--- src/rtl/render_sequencer.sv ---
// render_sequencer: per-frame controller between triangle memory, rasterizer
// and display. Each frame it swaps buffers, clears the back buffer, streams
// triangles over a dv/last handshake and waits for the rasterizer to finish.
// Frame starts that arrive while a frame is in flight are reported as drops.
//
// Optional feature: define RENDER_SEQ_STATS_EN to add the saturating 16-bit
// o_frames_rendered / o_frames_dropped counters.
//
// Triangle memory read data (i_v*) is captured on the clock edge that leaves
// FETCH, i.e. one cycle after o_tri_idx is presented. This gives dv two
// cycles after i_clear_ready and a two-cycle-per-triangle steady state.

module render_sequencer #(
  parameter int DATAWIDTH     = 12,
  parameter int TRI_COUNT_MAX = 64,
  parameter int TRI_IDX_WIDTH = $clog2(TRI_COUNT_MAX)
) (
  input  logic                        clk,
  input  logic                        rst,
  input  logic                        i_frame_start,
  input  logic [TRI_IDX_WIDTH:0]      i_num_triangles,
  output logic [TRI_IDX_WIDTH-1:0]    o_tri_idx,
  input  logic signed [DATAWIDTH-1:0] i_v0 [3],
  input  logic signed [DATAWIDTH-1:0] i_v1 [3],
  input  logic signed [DATAWIDTH-1:0] i_v2 [3],
  output logic signed [DATAWIDTH-1:0] o_v0 [3],
  output logic signed [DATAWIDTH-1:0] o_v1 [3],
  output logic signed [DATAWIDTH-1:0] o_v2 [3],
  output logic                        o_triangle_dv,
  output logic                        o_triangle_last,
  input  logic                        i_rast_ready,
  input  logic                        i_rast_finished,
  output logic                        o_clear,
  input  logic                        i_clear_ready,
  output logic                        o_swap,
  output logic                        o_busy,
`ifdef RENDER_SEQ_STATS_EN
  output logic [15:0]                 o_frames_rendered,
  output logic [15:0]                 o_frames_dropped,
`endif
  output logic                        o_frame_drop
);

  typedef enum logic [2:0] {
    S_IDLE,
    S_SWAP,
    S_CLEAR,
    S_WAIT_CLEAR,
    S_FETCH,
    S_ISSUE,
    S_WAIT_RAST,
    S_DONE
  } state_t;

  localparam logic [TRI_IDX_WIDTH:0]   LP_N_MAX   = (TRI_IDX_WIDTH+1)'(TRI_COUNT_MAX);
  localparam logic [TRI_IDX_WIDTH:0]   LP_N_ONE   = (TRI_IDX_WIDTH+1)'(1);
  localparam logic [TRI_IDX_WIDTH-1:0] LP_IDX_ONE = TRI_IDX_WIDTH'(1);

  // State and datapath registers
  state_t                   r_state;
  state_t                   w_state_next;
  logic [TRI_IDX_WIDTH:0]   r_n;
  logic [TRI_IDX_WIDTH:0]   w_n_next;
  logic [TRI_IDX_WIDTH-1:0] r_idx;
  logic [TRI_IDX_WIDTH-1:0] w_idx_next;

  // Registered outputs and their next values
  logic r_clear, w_clear_next;
  logic r_swap,  w_swap_next;
  logic r_dv,    w_dv_next;
  logic r_last,  w_last_next;
  logic r_busy,  w_busy_next;
  logic r_drop,  w_drop_next;

  logic signed [DATAWIDTH-1:0] r_v0 [3];
  logic signed [DATAWIDTH-1:0] r_v1 [3];
  logic signed [DATAWIDTH-1:0] r_v2 [3];

  // Decoded conditions
  logic                   w_transfer;
  logic                   w_is_last;
  logic                   w_overrun;
  logic [TRI_IDX_WIDTH:0] w_n_clamped;

  // Count clamp: the memory only holds TRI_COUNT_MAX entries
  assign w_n_clamped = (i_num_triangles > LP_N_MAX) ? LP_N_MAX : i_num_triangles;

  // idx never exceeds N-1, so a plain equality marks the final triangle
  assign w_is_last  = ({1'b0, r_idx} == (r_n - LP_N_ONE));
  assign w_transfer = (r_state == S_ISSUE) && r_dv && i_rast_ready;

  // Any frame start while a frame is in flight is an overrun
  assign w_overrun = i_frame_start &&
                     (r_state == S_SWAP || r_state == S_CLEAR ||
                      r_state == S_WAIT_CLEAR || r_state == S_FETCH ||
                      r_state == S_ISSUE || r_state == S_WAIT_RAST);

  // State register
  always_ff @(posedge clk) begin
    if (rst) begin
      r_state <= S_IDLE;
    end else begin
      r_state <= w_state_next;
    end
  end

  // Next-state logic
  always_comb begin
    w_state_next = r_state;
    case (r_state)
      S_IDLE: begin
        // First frame after reset: nothing to display yet, so no swap
        if (i_frame_start) w_state_next = S_CLEAR;
      end
      S_SWAP: begin
        w_state_next = S_CLEAR;
      end
      S_CLEAR: begin
        w_state_next = S_WAIT_CLEAR;
      end
      S_WAIT_CLEAR: begin
        if (i_clear_ready) begin
          w_state_next = (r_n == '0) ? S_DONE : S_FETCH;
        end
      end
      S_FETCH: begin
        w_state_next = S_ISSUE;
      end
      S_ISSUE: begin
        if (w_transfer) w_state_next = w_is_last ? S_WAIT_RAST : S_FETCH;
      end
      S_WAIT_RAST: begin
        // A coincident frame start is dropped; DONE waits for the next one
        if (i_rast_finished) w_state_next = S_DONE;
      end
      S_DONE: begin
        if (i_frame_start) w_state_next = S_SWAP;
      end
      default: begin
        w_state_next = S_IDLE;
      end
    endcase
  end

  // Output and datapath next values, all derived from the next state so
  // every output comes straight from a flop
  always_comb begin
    w_n_next     = r_n;
    w_idx_next   = r_idx;
    w_clear_next = (w_state_next == S_CLEAR);
    w_swap_next  = (w_state_next == S_SWAP);
    w_dv_next    = (w_state_next == S_ISSUE);
    w_last_next  = (w_state_next == S_ISSUE) && w_is_last;
    w_busy_next  = !((w_state_next == S_IDLE) || (w_state_next == S_DONE));
    w_drop_next  = w_overrun;
    case (r_state)
      S_IDLE, S_DONE: begin
        if (i_frame_start) w_n_next = w_n_clamped;
      end
      S_WAIT_CLEAR: begin
        if (i_clear_ready && (r_n != '0)) w_idx_next = '0;
      end
      S_ISSUE: begin
        if (w_transfer && !w_is_last) w_idx_next = r_idx + LP_IDX_ONE;
      end
      default: begin
      end
    endcase
  end

  // Datapath and control output registers
  always_ff @(posedge clk) begin
    if (rst) begin
      r_n     <= '0;
      r_idx   <= '0;
      r_clear <= 1'b0;
      r_swap  <= 1'b0;
      r_dv    <= 1'b0;
      r_last  <= 1'b0;
      r_busy  <= 1'b0;
      r_drop  <= 1'b0;
    end else begin
      r_n     <= w_n_next;
      r_idx   <= w_idx_next;
      r_clear <= w_clear_next;
      r_swap  <= w_swap_next;
      r_dv    <= w_dv_next;
      r_last  <= w_last_next;
      r_busy  <= w_busy_next;
      r_drop  <= w_drop_next;
    end
  end

  // Vertex registers: loaded once per triangle, held stable through ISSUE
  for (genvar gi = 0; gi < 3; gi++) begin : g_vtx
    always_ff @(posedge clk) begin
      if (rst) begin
        r_v0[gi] <= '0;
        r_v1[gi] <= '0;
        r_v2[gi] <= '0;
      end else if (r_state == S_FETCH) begin
        r_v0[gi] <= i_v0[gi];
        r_v1[gi] <= i_v1[gi];
        r_v2[gi] <= i_v2[gi];
      end
    end

    assign o_v0[gi] = r_v0[gi];
    assign o_v1[gi] = r_v1[gi];
    assign o_v2[gi] = r_v2[gi];
  end

  assign o_tri_idx       = r_idx;
  assign o_triangle_dv   = r_dv;
  assign o_triangle_last = r_last;
  assign o_clear         = r_clear;
  assign o_swap          = r_swap;
  assign o_busy          = r_busy;
  assign o_frame_drop    = r_drop;

`ifdef RENDER_SEQ_STATS_EN
  logic [15:0] r_frames_rendered;
  logic [15:0] r_frames_dropped;
  logic        w_done_entry;

  assign w_done_entry = (w_state_next == S_DONE) && (r_state != S_DONE);

  // Saturating frame statistics
  always_ff @(posedge clk) begin
    if (rst) begin
      r_frames_rendered <= '0;
      r_frames_dropped  <= '0;
    end else begin
      if (w_done_entry && (r_frames_rendered != 16'hFFFF)) begin
        r_frames_rendered <= r_frames_rendered + 16'd1;
      end
      if (w_drop_next && (r_frames_dropped != 16'hFFFF)) begin
        r_frames_dropped <= r_frames_dropped + 16'd1;
      end
    end
  end

  assign o_frames_rendered = r_frames_rendered;
  assign o_frames_dropped  = r_frames_dropped;
`endif

endmodule

--- config.mk ---
export PLATFORM = sky130hd
export DESIGN_NAME = render_sequencer
export DESIGN_NICKNAME = d
export VERILOG_FILES = /design/src/rtl/render_sequencer.sv
export SDC_FILE = /design/constraint.sdc
export NUM_CORES = 1
export LEC_CHECK = 0
export ABC_CLOCK_PERIOD_IN_PS = 4500
export CAP_MARGIN = 10
export CORE_MARGIN = 8
export CORE_UTILIZATION = 41
export CTS_CLUSTER_SIZE = 12
export DETAILED_ROUTE_END_ITERATION = 8
export PLACE_DENSITY_LB_ADDON = 0.08
export SYNTH_ARGS = -nofsm -noshare
export SYNTH_HDL_FRONTEND = slang
export SYNTH_SLANG_ARGS = --single-unit
export TNS_END_PERCENT = 100
--- constraint.sdc ---
create_clock -name clk -period 4.5 [get_ports clk]
set_clock_uncertainty 0.1 [all_clocks]
set_input_delay 0.9 -clock clk [delete_from_list [all_inputs] [get_ports clk]]
set_output_delay 0.9 -clock clk [all_outputs]
set_load 0.03 [all_outputs]
### After elaboration in Yosys (flattened, before gate mapping)

Memory sizes are Yosys's and may differ from the RTL's.
Index checks and enable logic that the tools add are counted.

| cells by class | value |
|---|---|
| add/sub/neg operators | 2 |
| magnitude comparators | 1 |
| eq/ne operators | 14 |
| mux-type cells | 26 |
| bitwise operators | 9 |
| reductions and logical operators | 22 |

Operators with widths:

| operator | count |
|---|---|
| $mux 12 | 9 |
| $pmux 3 s8 | 1 |
| $eq 3x3->1 const B | 6 |
| $mux 3 | 5 |
| $mux 6 | 2 |
| $pmux 6 s2 | 1 |
| $eq 3x2->1 const B | 3 |
| $or 1x1->1 | 9 |
| $eq 6x7->1 | 1 |
| $gt 7x7->1 const B | 1 |
| $logic_not 7->1 | 1 |
| $mux 7 | 1 |
| $reduce_bool 7->1 | 1 |
| $sub 7x1->7 const B | 1 |
| $add 6x1->6 const B | 1 |
| $eq 3x1->1 const B | 2 |
| $logic_and 1x1->1 | 6 |
| $logic_not 3->1 | 2 |
| $logic_or 1x1->1 | 6 |
| $mux 1 | 5 |
| $mux 2 | 2 |
| $ne 2x1->1 const B | 2 |
| $reduce_and 3->1 | 1 |
| $logic_not 1->1 | 2 |
| other kinds (3) | 3 |

| storage, ports and cells | value |
|---|---|
| register bits | 22 |
| RAM bits | 108 |
| input port bits | 121 |
| output and inout bits | 120 |
| logic and storage cells | 86 |
| memories kept | 3 |

Memories:

| name | depth | bits a word | read ports | clocked after memory_dff | wr ports | RTL line | RTL |
|---|---|---|---|---|---|---|---|
| r_v0 | 3 | 12 | 3 | 0 | 3 | 75 | `logic signed [DATAWIDTH-1:0] r_v0 [3];` |
| r_v1 | 3 | 12 | 3 | 0 | 3 | 76 | `logic signed [DATAWIDTH-1:0] r_v1 [3];` |
| r_v2 | 3 | 12 | 3 | 0 | 3 | 77 | `logic signed [DATAWIDTH-1:0] r_v2 [3];` |

### Logic depth before layout (Yosys ltp)

| depth | value |
|---|---|
| depth after elaboration | 8 |
| gate-level depth with buffers | 9 |

### Least setup slack after synthesis

OpenSTA, ideal clock, no wires.

| timing path | value |
|---|---|
| path kind | input to register |
| start point | input port rst |
| end point | memory r_v0[0][0] (enable) |
| setup time | 470 ps |
| data arrival time | 3,587 ps |
| slack | 343 ps |
| cell stages on the path | 3 |
| buffers on the path | 1 |
| cell sequence | clkbuf_1 inv_1 nand2_1 |

RTL lines:

| what | RTL line | RTL |
|---|---|---|
| start: declaration | 19 | `input logic rst,` |
| end: declaration | 75 |  |

==> impl_metrics.ini <==
[route]
first_pass_iters = 6
via_count = 3764
drc_errors = 0
ant_nets = 0
routed_wl_um = 14490
post_drt_wl_per_cell_um = 18.16
viasPerCell = 4.717
drtIter0Drc = 277

[hold_path]
hold_path_class = flip-flop to flip-flop

[die]
dieArea_sq_um = 16490
fp.dieW_um = 128.4
ioPinCount = 241
placementRows = 41
core-area_sq_um = 12470
dieHeight_um = 128.4
start_util_pct = 41.56

[clock_network]
clock_latency_ns = 0.41
numCtsBuffers = 17
post_cts_buffers = 0
clockRootBuffer = clkbuf_16
cts.clk_slew.worst_paths_ns = 0.05
h-tree-depth = 4
numClockSinks = 130
hold_buffers = 0
cts_tree = yes
cts_buffer_depth = 2
ctsResizeCount = 0

[synth]
synth_nets = 495
synth.distinct_cells = 45
yosysSeqAreaShare_pct = 71.09
synth-seq-cells = 130
post-synth-top-count-cell = and2_1
syn_avg_cell_area_sq_um = 13.93
synth_common_cells = 111 x and2_1, 108 x edfxtp_1, 22 x dfxtp_1
synth-main-ff-cell = edfxtp_1
yosysTopAreaCell = edfxtp_1
synth_edf_count = 108
synth_area_leaders = edfxtp_1 63%, and2_1 13%, dfxtp_1 8.5%
synth_top_area_share_pct = 62.59
syn_area_sq_um = 5181
syn_inst = 372
synth.yosys.warnings = 0
async_reset_ff_share_pct = 0

[global_route]
grt_max_degree = 59
antenna_found_initial = 0
grt_pass1_vias = 3932
grt_use_total_pct = 17.56
grt_overflow = 0
grt_pass1_wl_um = 21510

[timing]
slew_viol_final = 0
finalSetupViolCount = 0
fmax_ghz = 0.3448
worst_pin_slew_ns = 0.6794
fin_tns_setup_ns = 0
hold_viol = 0
relSlewSlack_pct = 54.70
min_period_over_period_pct = 64.44
hold_ws_ns = 0.3970
setup_ws_ns = 1.600
period_minus_slack_ns = 2.900
rsz0062_at_grt = false

[placement]
placedCellCount = 768
pre_cts_ws_ns = 1.166
portBuffers = 240
gp_congestion = 0.7621
hpwl_um = 10860

[critical_path]
max_stage_delay_ns = 0.79
cp_data_required_time_ns = 4.48
cp_max_fo = 58
critPathArrivalTime_ns = 2.88
cp_cell_sequence = clkdlybuf4s50_1 -> inv_1 -> nand2_4 -> buf_12
crit_type = input port to flip-flop
cp-start-kind = input port
critPathCaptureType = flip-flop
cp_slowest_cell = clkdlybuf4s50_1

[pwr]
leakage_nw = 3.060
p_int_mw = 2.340
p_switching_uw = 668.1
total_power_mw = 3.008
power_frac_comb_pct = 12.2
power.density_nw_per_um2 = 363.0
p_sw_share_pct = 22.21
clockPowerShare_pct = 42.0
p_seq_share_pct = 45.8
ir_drop_uv = 173.4

[finish]
diodes = 0
nFillCells = 936
fin_nets = 738
areaGrowthSynthToFinish_pct = 59.94
drive_gt1_share_pct = 5.112
stdcell_count = 798

[status]
outcome = finished, final reports clean

[flow_run]
maxCapViolCount = 0
layer usage:
layer  part of all wire, %  global-route usage (%)  vias to the layer above
met5                     0                       0                        -
met4                   2.5                   8.671                        0
met3                    12                   9.350                       22
met2                    48                   28.94                      178
met1                    38                   17.95                     1755
li1                      -                       -                     1809
sequential cells by signal, summed over array words and instances (netlist names), 3 cells and up:
| register | flops |
|---|---|
| r_v2 | 36 |
| o_tri_idx | 6 |
| r_state | 3 |
| r_v1 | 36 |
| r_n | 7 |
| r_v0 | 36 |
power groups by stage:
stage	clock (mW)	combinational, mW	sequential (mW)
after floorplan	0	0.0660	1.50
after global placement	0	0.367	1.40
after detailed placement	0	0.370	1.40
after CTS	1.29	0.372	1.38
after global routing	1.34	0.389	1.38
final	1.26	0.368	1.38
placed cells by master (no fill, tap or decap), drive strengths merged, types with 3 or more instances in the layout:
cell	instances
and3	3
dfxtp	22
inv	5
edfxtp	108
mux2i	4
clkbuf	22
nand2b	3
nor2	9
a21oi	11
nand2	15
nor3b	3
nand4b	7
and2	111
buf	3
clkinv	5
clkdlybuf4s50	240
o21ai	4
xnor2	4
nor3	5
nand3	5
or3	3
a31oi	5
kinds of logic after synthesis:
| logic type | synth area share (%) |
|---|---|
| AO/OA/AOI/OAI | 3.429 |
| XOR/XNOR | 0.8452 |
| adder cells (fa/ha/maj) | 0.4829 |
| buffers and inverters | 2.197 |
| flip-flops | 71.09 |
| multiplexers | 0.9901 |
| AND/OR/NAND/NOR | 20.96 |
critical path, delay by kind of cell:
kind          cells  cell delay (ns)
simple gates      1             0.55
buf+inv           3             1.40
final cells by class:
| class | count | area [sq um] | area share, % |
|---|---|---|---|
| clock inverter | 8 | 88.84 | 1.072 |
| timing repair buffer | 243 | 2437 | 29.41 |
| clock buffer | 22 | 444.2 | 5.360 |
| multi-input combinational | 218 | 1399 | 16.88 |
| inverter | 5 | 18.77 | 0.2265 |
| tap | 172 | 215.2 | 2.597 |
| sequential | 130 | 3684 | 44.45 |
stage by stage:
step / instance area, sq um / util [%]
after CTS: 8287 / 66.48
after global placement: 7754 / 62.20
after detailed placement: 7754 / 62.20
final: 8287 / 66.48
after floorplan: 5181 / -
after global routing: 8287 / 66.48
worst paths after layout:
check             startpoint           end  slack [ns]  cells after the start
setup reg to reg      r_n[0]  o_tri_idx[1]        2.04                      8
setup / recovery         rst   r_v2[2][11]        1.60                      4
hold reg to reg       r_n[1]        r_n[1]        0.40                      2
hold / removal        r_n[1]        r_n[1]        0.40                      2
Power figures use the tool's default switching activity.
